`config.mk`:
```
export PLATFORM = sky130hd
export DESIGN_NAME = trig_accept_gate
export DESIGN_NICKNAME = d
export VERILOG_FILES = /design/src/rtl/trig_accept_gate.sv
export SDC_FILE = /design/constraint.sdc
export NUM_CORES = 1
export LEC_CHECK = 0
export CELL_PAD_IN_SITES_DETAIL_PLACEMENT = 0
export CELL_PAD_IN_SITES_GLOBAL_PLACEMENT = 1
export CORE_ASPECT_RATIO = 1.4
export CORE_MARGIN = 2
export CORE_UTILIZATION = 35
export CTS_CLUSTER_DIAMETER = 100
export CTS_CLUSTER_SIZE = 30
export DETAILED_ROUTE_END_ITERATION = 6
export GPL_TIMING_DRIVEN = 0
export PLACE_DENSITY = 0.84
export SETUP_SLACK_MARGIN = 0.15
export SLEW_MARGIN = 20
export SYNTH_ARGS = -nofsm -noshare
export SYNTH_HDL_FRONTEND = slang
export SYNTH_SLANG_ARGS = --single-unit
export TNS_END_PERCENT = 1
```
`constraint.sdc`:
```
create_clock -name clk -period 2.85 [get_ports clk]
set_clock_uncertainty 0.05 [all_clocks]
set_input_delay 0.285 -clock clk [delete_from_list [all_inputs] [get_ports clk]]
set_output_delay 0.285 -clock clk [all_outputs]
set_load 0.005 [all_outputs]
```
`src/rtl/trig_accept_gate.sv`:
```
// Trigger accept gate: merges the clock-trigger pulse with prescaled physics
// edges, applies busy and deadtime vetoes, and emits a registered accept pulse
// tagged with its source. Saturating run counters track raw, accepted and
// vetoed activity.
module trig_accept_gate #(
  parameter int CNT_W = 32,
  parameter int PS_W  = 16,
  parameter int DT_W  = 16
) (
  input  logic             clk,
  input  logic             reset,
  input  logic             in_live,
  input  logic             clk_trig,
  input  logic             phys_trig,
  input  logic             busy_in,
  input  logic [PS_W-1:0]  user_prescale,
  input  logic [DT_W-1:0]  user_deadtime,
  output logic             out_trig,
  output logic [1:0]       out_type,
  output logic [CNT_W-1:0] raw_phys_cnt,
  output logic [CNT_W-1:0] acc_cnt,
  output logic [CNT_W-1:0] veto_cnt
);

  typedef enum logic {IDLE = 1'b0, DEAD = 1'b1} state_t;

  state_t           state_q;
  logic             phys_d_q;
  logic [PS_W-1:0]  ps_cnt_q;
  logic [DT_W-1:0]  dt_cnt_q;
  logic             out_trig_q;
  logic [1:0]       out_type_q;
  logic [CNT_W-1:0] raw_cnt_q;
  logic [CNT_W-1:0] acc_cnt_q;
  logic [CNT_W-1:0] veto_cnt_q;

  logic             phys_edge;
  logic             phys_cand;
  logic             cand;
  logic [1:0]       cand_type;
  logic             fire;
  logic             veto;
  logic [PS_W:0]    ps_inc;
  logic [PS_W-1:0]  ps_cnt_d;

  // Counters stick at all-ones instead of wrapping so a long run never
  // reports a misleadingly small rate.
  function automatic logic [CNT_W-1:0] sat_inc(input logic [CNT_W-1:0] c);
    sat_inc = (c == {CNT_W{1'b1}}) ? c : c + CNT_W'(1);
  endfunction

  // Candidate qualification: edge detect, prescale decision, veto split.
  always_comb begin
    phys_edge = phys_trig & ~phys_d_q;
    // A zero prescale blocks physics entirely; ps_cnt then stays parked at 0.
    phys_cand = in_live & phys_edge & (user_prescale != '0) & (ps_cnt_q == '0);
    ps_inc    = {1'b0, ps_cnt_q} + (PS_W+1)'(1);
    ps_cnt_d  = (ps_inc >= {1'b0, user_prescale}) ? '0 : ps_inc[PS_W-1:0];
    cand      = in_live & (clk_trig | phys_cand);
    cand_type = {phys_cand, clk_trig};
    fire      = (state_q == IDLE) & cand & ~busy_in;
    veto      = cand & ((state_q == DEAD) | busy_in);
  end

  // Single-process FSM with registered pulse, type and run counters.
  always_ff @(posedge clk) begin
    if (reset) begin
      state_q    <= IDLE;
      phys_d_q   <= 1'b0;
      ps_cnt_q   <= '0;
      dt_cnt_q   <= '0;
      out_trig_q <= 1'b0;
      out_type_q <= 2'b00;
      raw_cnt_q  <= '0;
      acc_cnt_q  <= '0;
      veto_cnt_q <= '0;
    end else begin
      // Edge history tracks the input even while not live, so a level that
      // is already high when live rises is not mistaken for a new event.
      phys_d_q <= phys_trig;
      if (!in_live) begin
        // Dropping live aborts any deadtime in progress; counters are kept.
        state_q    <= IDLE;
        ps_cnt_q   <= '0;
        out_trig_q <= 1'b0;
        out_type_q <= 2'b00;
      end else begin
        if (phys_edge) begin
          raw_cnt_q <= sat_inc(raw_cnt_q);
          ps_cnt_q  <= ps_cnt_d;
        end
        out_trig_q <= fire;
        out_type_q <= fire ? cand_type : 2'b00;
        if (fire)
          acc_cnt_q <= sat_inc(acc_cnt_q);
        if (veto)
          veto_cnt_q <= sat_inc(veto_cnt_q);
        case (state_q)
          IDLE: begin
            if (fire) begin
              dt_cnt_q <= user_deadtime;
              state_q  <= (user_deadtime != '0) ? DEAD : IDLE;
            end
          end
          DEAD: begin
            dt_cnt_q <= dt_cnt_q - DT_W'(1);
            if (dt_cnt_q == DT_W'(1))
              state_q <= IDLE;
          end
          default: state_q <= IDLE;
        endcase
      end
    end
  end

  assign out_trig     = out_trig_q;
  assign out_type     = out_type_q;
  assign raw_phys_cnt = raw_cnt_q;
  assign acc_cnt      = acc_cnt_q;
  assign veto_cnt     = veto_cnt_q;

endmodule
```
# [After elaboration in Yosys (flattened, before gate mapping)]
# Index checks and enable logic that the tools add are counted.
[classes] addsub=5 eq_ne=5 order_cmp=1 reduce_logical=9 bitwise_logic=18 n_mux=7
[ops] op="adder 32 x 1 -> 32 bit (second input constant)" n=3
[ops] op="equality test 32 bit (second input constant)" n=3
[ops] op="2-to-1 mux 16 bit" n=2
[ops] op="one-hot mux 16 bit (2 select lines)" n=1
[ops] op="nonzero test 16 bit" n=2
[ops] op="adder 16 x 1 -> 17 bit (second input constant)" n=1
[ops] op=">= comparator 17 x 16 -> 1 bit" n=1
[ops] op="equality test 16 x 1 -> 1 bit (second input constant)" n=1
[ops] op="zero test 16 bit" n=1
[ops] op="subtractor 16 x 1 -> 16 bit (second input constant)" n=1
[ops] op="AND reduction 3 bit" n=3
[ops] op="bitwise AND 1 bit" n=8
[ops] op="NOT 1 bit" n=8
[ops] op="2-to-1 mux 1 bit" n=3
[ops] op="OR reduction 3 bit" n=1
[ops] op="inequality test 2 bit (second input constant)" n=1
[ops] op="bitwise OR 1 bit" n=2
[ops] op="one-hot mux 1 bit (2 select lines)" n=1
[ops] op="AND reduction 2 bit" n=1
[ops] op="OR reduction 2 bit" n=1
[totals] in_bits=38 regBits=133

# [Depth between registers and ports, before layout]
[depth] word_depth=11 mapped_depth=13 mapped_depth_nobuf=12

# [Worst setup path before layout]
# OpenSTA, ideal clock, no wires.
[synth_path] path_kind="reg-to-reg" startpoint="register ps_cnt_q[0]" endpoint="register ps_cnt_q[11]" setup_ps=74 path_slack_ps=-279 path_stages_with_launch=14 n_path_buf=1 t_arrival_ps=3005 cell_sequence="dfxtp_1 -> ha_1 -> and4_1 -> nand4_1 -> and2_1 -> or2_2 -> ha_1 -> a21o_1 -> a21oi_1 -> o21ai_0 -> a31oi_1 -> clkbuf_1 -> nand4_1 -> a31oi_1"
[synth_via] elab_chain_len=3
[synth_rtl] item="from (decl)" line_no="29" source="logic [PS_W-1:0] ps_cnt_q;"
[synth_rtl] item="from (signal assigned)" line_no="90" source="ps_cnt_q <= ps_cnt_d;"
[synth_rtl] item="adder 16 x 1 -> 17 bit (*)" line_no="57" source="ps_inc = {1'b0, ps_cnt_q} + (PS_W+1)'(1);"
[synth_rtl] item=">= comparator 17 x 16 -> 1 bit" line_no="58" source="ps_cnt_d = (ps_inc >= {1'b0, user_prescale}) ? '0 : ps_inc[PS_W-1:0];"
[synth_rtl] item="2-to-1 mux 16 bit (*)" line_no="58"
# Every way passes the cells marked *; elsewhere a longest branch is shown, timed or not.
# A chain may end at the register's enable or synchronous reset.

# [Worst setup path after layout]
[layout_path] startpoint="register ps_cnt_q[4]" endpoint="register ps_cnt_q[8]"
# The elaborated chain is that of the path after synthesis.

==> impl_metrics.csv <==
group,metric,value,unit
status,outcome,"complete, no violations",
synthesis,synth.avg_cell_area,8.04,um2
routing,drt_iter0_markers,377,
synthesis,yosysWarnings,0,
cts,cts.clk_slew.worst_paths,0.06,ns
pwr,peakVddDrop,343,uV
sta,max_slew_margin,36.5,%
setup_path,worstPathArrival,3.08,ns
job,maxCapViolCount,0,
synthesis,synth_edf_count,0,
routing,drc,0,
routing,vias,7303,
floorplanning,start_util,35.7,%
min_path,hold_class,"in2reg",
sta,period_share,100,%
placement,dpl_worst_slack,-0.431,ns
floorplanning,coreArea,0.0199,mm2
setup_path,criticalPathCategory,"reg2reg",
setup_path,crit_top_cell,"a21oi_4",
pwr,power.density,468,mW/mm2
routing,drt_pass1_iterations,5,
cts,clock_latency,0.42,ns
placement,io_buffers,135,
placement,hpwl,15400,um
sta,worst_pin_slew,0.947,ns
grt,grt_use_total,19.7,%
sta,fmax,351,MHz
sta,slew_viol_final,0,
grt,antenna_found_initial,0,
synthesis,synth.distinct_cells,62,
cts,numCtsBuffers,17,
floorplanning,die_height,173,um
cts,cts_buffer_depth,2,
cts,cts_tree,"done",
sta,setup_viol,0,
synthesis,synthArstFlopShare,0,%
grt,grt_pass1_vias,6938,
synthesis,synth-seq-area-share,37.4,%
synthesis,synth_top_area_share,37.4,%
cts,cts_hold_repair.buffers,0,
synthesis,synth_area_leader_cell,"dfxtp_1",
routing,antenna_left,0,
synthesis,syn_inst,885,
routing,viasPerCell,5.52,
placement,gp_congestion,0.834,
synthesis,syn_nets,946,
floorplanning,io_pins,137,
floorplanning,die_w,125,um
floorplanning,num_rows,61,
synthesis,synthTopCellsByArea,"dfxtp_1, a21oi_1, xor2_1, ha_1, nand2_1",
pwr,power.total,4640,uW
setup_path,crit_fanout,5,
synthesis,synth_ff_type,"dfxtp_1",
sta,hold_viol,0,
finish,final_net_count,1119,
cts,cts.sinks,133,
finish,diodes,0,
floorplanning,dieArea,0.0215,mm2
cts,cts_root_buf,"clkbuf_16",
setup_path,end_kind,"flop",
setup_path,cpMaxStageDelayCell,"or3_4",
finish,layout-drive-gt1-share,12.1,%
sta,post-route-worst-setup-slack,0.000737,ns
synthesis,syn_area,0.00712,mm2
cts,cts_max_level,4,
sta,rsz0062_at_grt,"yes",
pwr,p_leak,0.00338,uW
routing,routed_wl,21400,um
setup_path,path_cells,"and3_4 > and4_4 > nand4_1 > and2_4 > or2_4 > ha_4 > nand3_2 > or3_4 > a21oi_4 > a21oi_4 > buf_8 > a32oi_2 > nor2_1",
grt,grt_max_degree,17,
sta,min_period,2.85,ns
synthesis,ys_ff_latch,133,
setup_path,crit_path_max_incr_delay,0.41,ns
grt,grt-ovfl-total,0,
setup_path,cp.required,3.08,ns
routing,wl_per_cell,16.2,um
grt,grt_pass1_wl,35300,um
setup_path,startpoint_type,"flop",
finish,syn_to_final_growth,39.3,%
-- final timing paths --
check | from | to | slack [ns] | cells after the start
setup / recovery | ps_cnt_q[4] | ps_cnt_q[8] | 0.0007 | 13
hold / removal | reset | out_trig | 0.30 | 2
setup reg to reg | ps_cnt_q[4] | ps_cnt_q[8] | 0.0007 | 13
hold reg to reg | ps_cnt_q[10] | ps_cnt_q[10] | 0.45 | 2
-- what timing repair did --
item | CTS | global route
pin swaps | 28 | 20
cloned | 1 | 0
setup buffers | 14 | 4
setup endpoints to repair | 63 | 91
resized for setup | 35 | 25
-- cell usage in the layout (no fill, tap or decap), types with 18 or more instances in the layout --
cell | synthesis | layout
dfxtp_1 | 133 | 119
nand4_1 | 39 | 39
clkbuf_1 | 31 | 25
nor2_1 | 75 | 73
clkbuf_16 | 0 | 18
or3_1 | 40 | 39
a21oi_1 | 87 | 85
o31ai_1 | 21 | 21
xor2_1 | 35 | 35
o21ai_0 | 50 | 49
buf_4 | 3 | 19
inv_1 | 32 | 32
nand3_1 | 55 | 53
nand2_1 | 76 | 73
or4_1 | 23 | 23
ha_1 | 23 | 19
clkdlybuf4s50_1 | 0 | 135
-- Yosys cell counts (18+ instances only) --
cell type and n:
o31ai_1 21, nor4_1 18, dfxtp_1 133, inv_1 32
xor2_1 35, nand4_1 39, clkbuf_1 31, or4_1 23
nor2_1 75, nand2_1 76, o21ai_0 50, ha_1 23
a21oi_1 87, nand3_1 55, or3_1 40
-- sequential cells by signal, summed over array words and instances, names as in the netlist --
register and cells:
state_q 1, out_trig 1, acc_cnt 32, dt_cnt_q 16, ps_cnt_q 16, out_type 2, veto_cnt 32, phys_d_q 1
raw_phys_cnt 32
-- report_power, final --
group	internal (uW)	switching, uW
combinational	148	205
clock	1530	851
sequential	1880	26.6
-- metrics by stage --
| step | hold slack, ns | setup TNS, ns | cell area, um2 | std cells | util [%] |
|---|---|---|---|---|---|
| 2_1_floorplan | 0.363 | 0 | 7250 | 885 | - |
| 3_3_place_gp | 0.440 | -17.31 | 8920 | 1272 | 44.8 |
| 3_5_place_dp | 0.449 | -19.85 | 8920 | 1272 | 44.8 |
| 4_1_cts | 0.301 | -0.00145 | 9800 | 1318 | 49.2 |
| 5_1_grt | 0.363 | -1.67 | 9910 | 1322 | 49.8 |
| 6_report | 0.295 | 0 | 9910 | 1322 | 49.8 |
-- final cells by class --
| class | instances | area [um2] |
|---|---|---|
| plain buffers | 45 | 251 |
| clock buffers | 19 | 464 |
| clock inverters | 12 | 176 |
| fillers | 1927 | 10000 |
| inverters | 32 | 120 |
| multi-input cells | 675 | 4370 |
| flip-flops and latches | 133 | 2700 |
| well taps | 252 | 315 |
| repair buffers | 154 | 1520 |
-- metal layers --
| metal | part of all wire (%) | global-route usage (%) | up-vias |
|---|---|---|---|
| met5 | 0 | 0 | - |
| met4 | 2.0 | 7.49 | 0 |
| met3 | 3.3 | 2.97 | 27 |
| met2 | 53 | 35.9 | 168 |
| met1 | 42 | 23.2 | 3471 |
| li1 | - | - | 3637 |
-- cells by family (layout without fill, tap and decap cells) --
group | after synthesis | in the layout | share of synthesized area [%]
AO/OA/AOI/OAI | 215 | 215 | 18.4
multiplexers | 4 | 4 | 0.598
AND/OR/NAND/NOR | 388 | 388 | 29.4
XOR/XNOR | 45 | 45 | 5.54
buffers and inverters | 77 | 262 | 4.61
flip-flops | 133 | 133 | 37.4
adder cells (fa/ha/maj) | 23 | 23 | 4.04
-- worst max-delay path, delay by kind of cell (launching register included) --
family | cells | cell delay, ns
AOI/OAI and AO/OA | 3 | 0.42
adders and majority gates | 1 | 0.27
buffers and inverters | 1 | 0.16
DFF | 1 | 0.37
and+or+nand+nor | 8 | 1.44
Power figures use the tool's default switching activity.
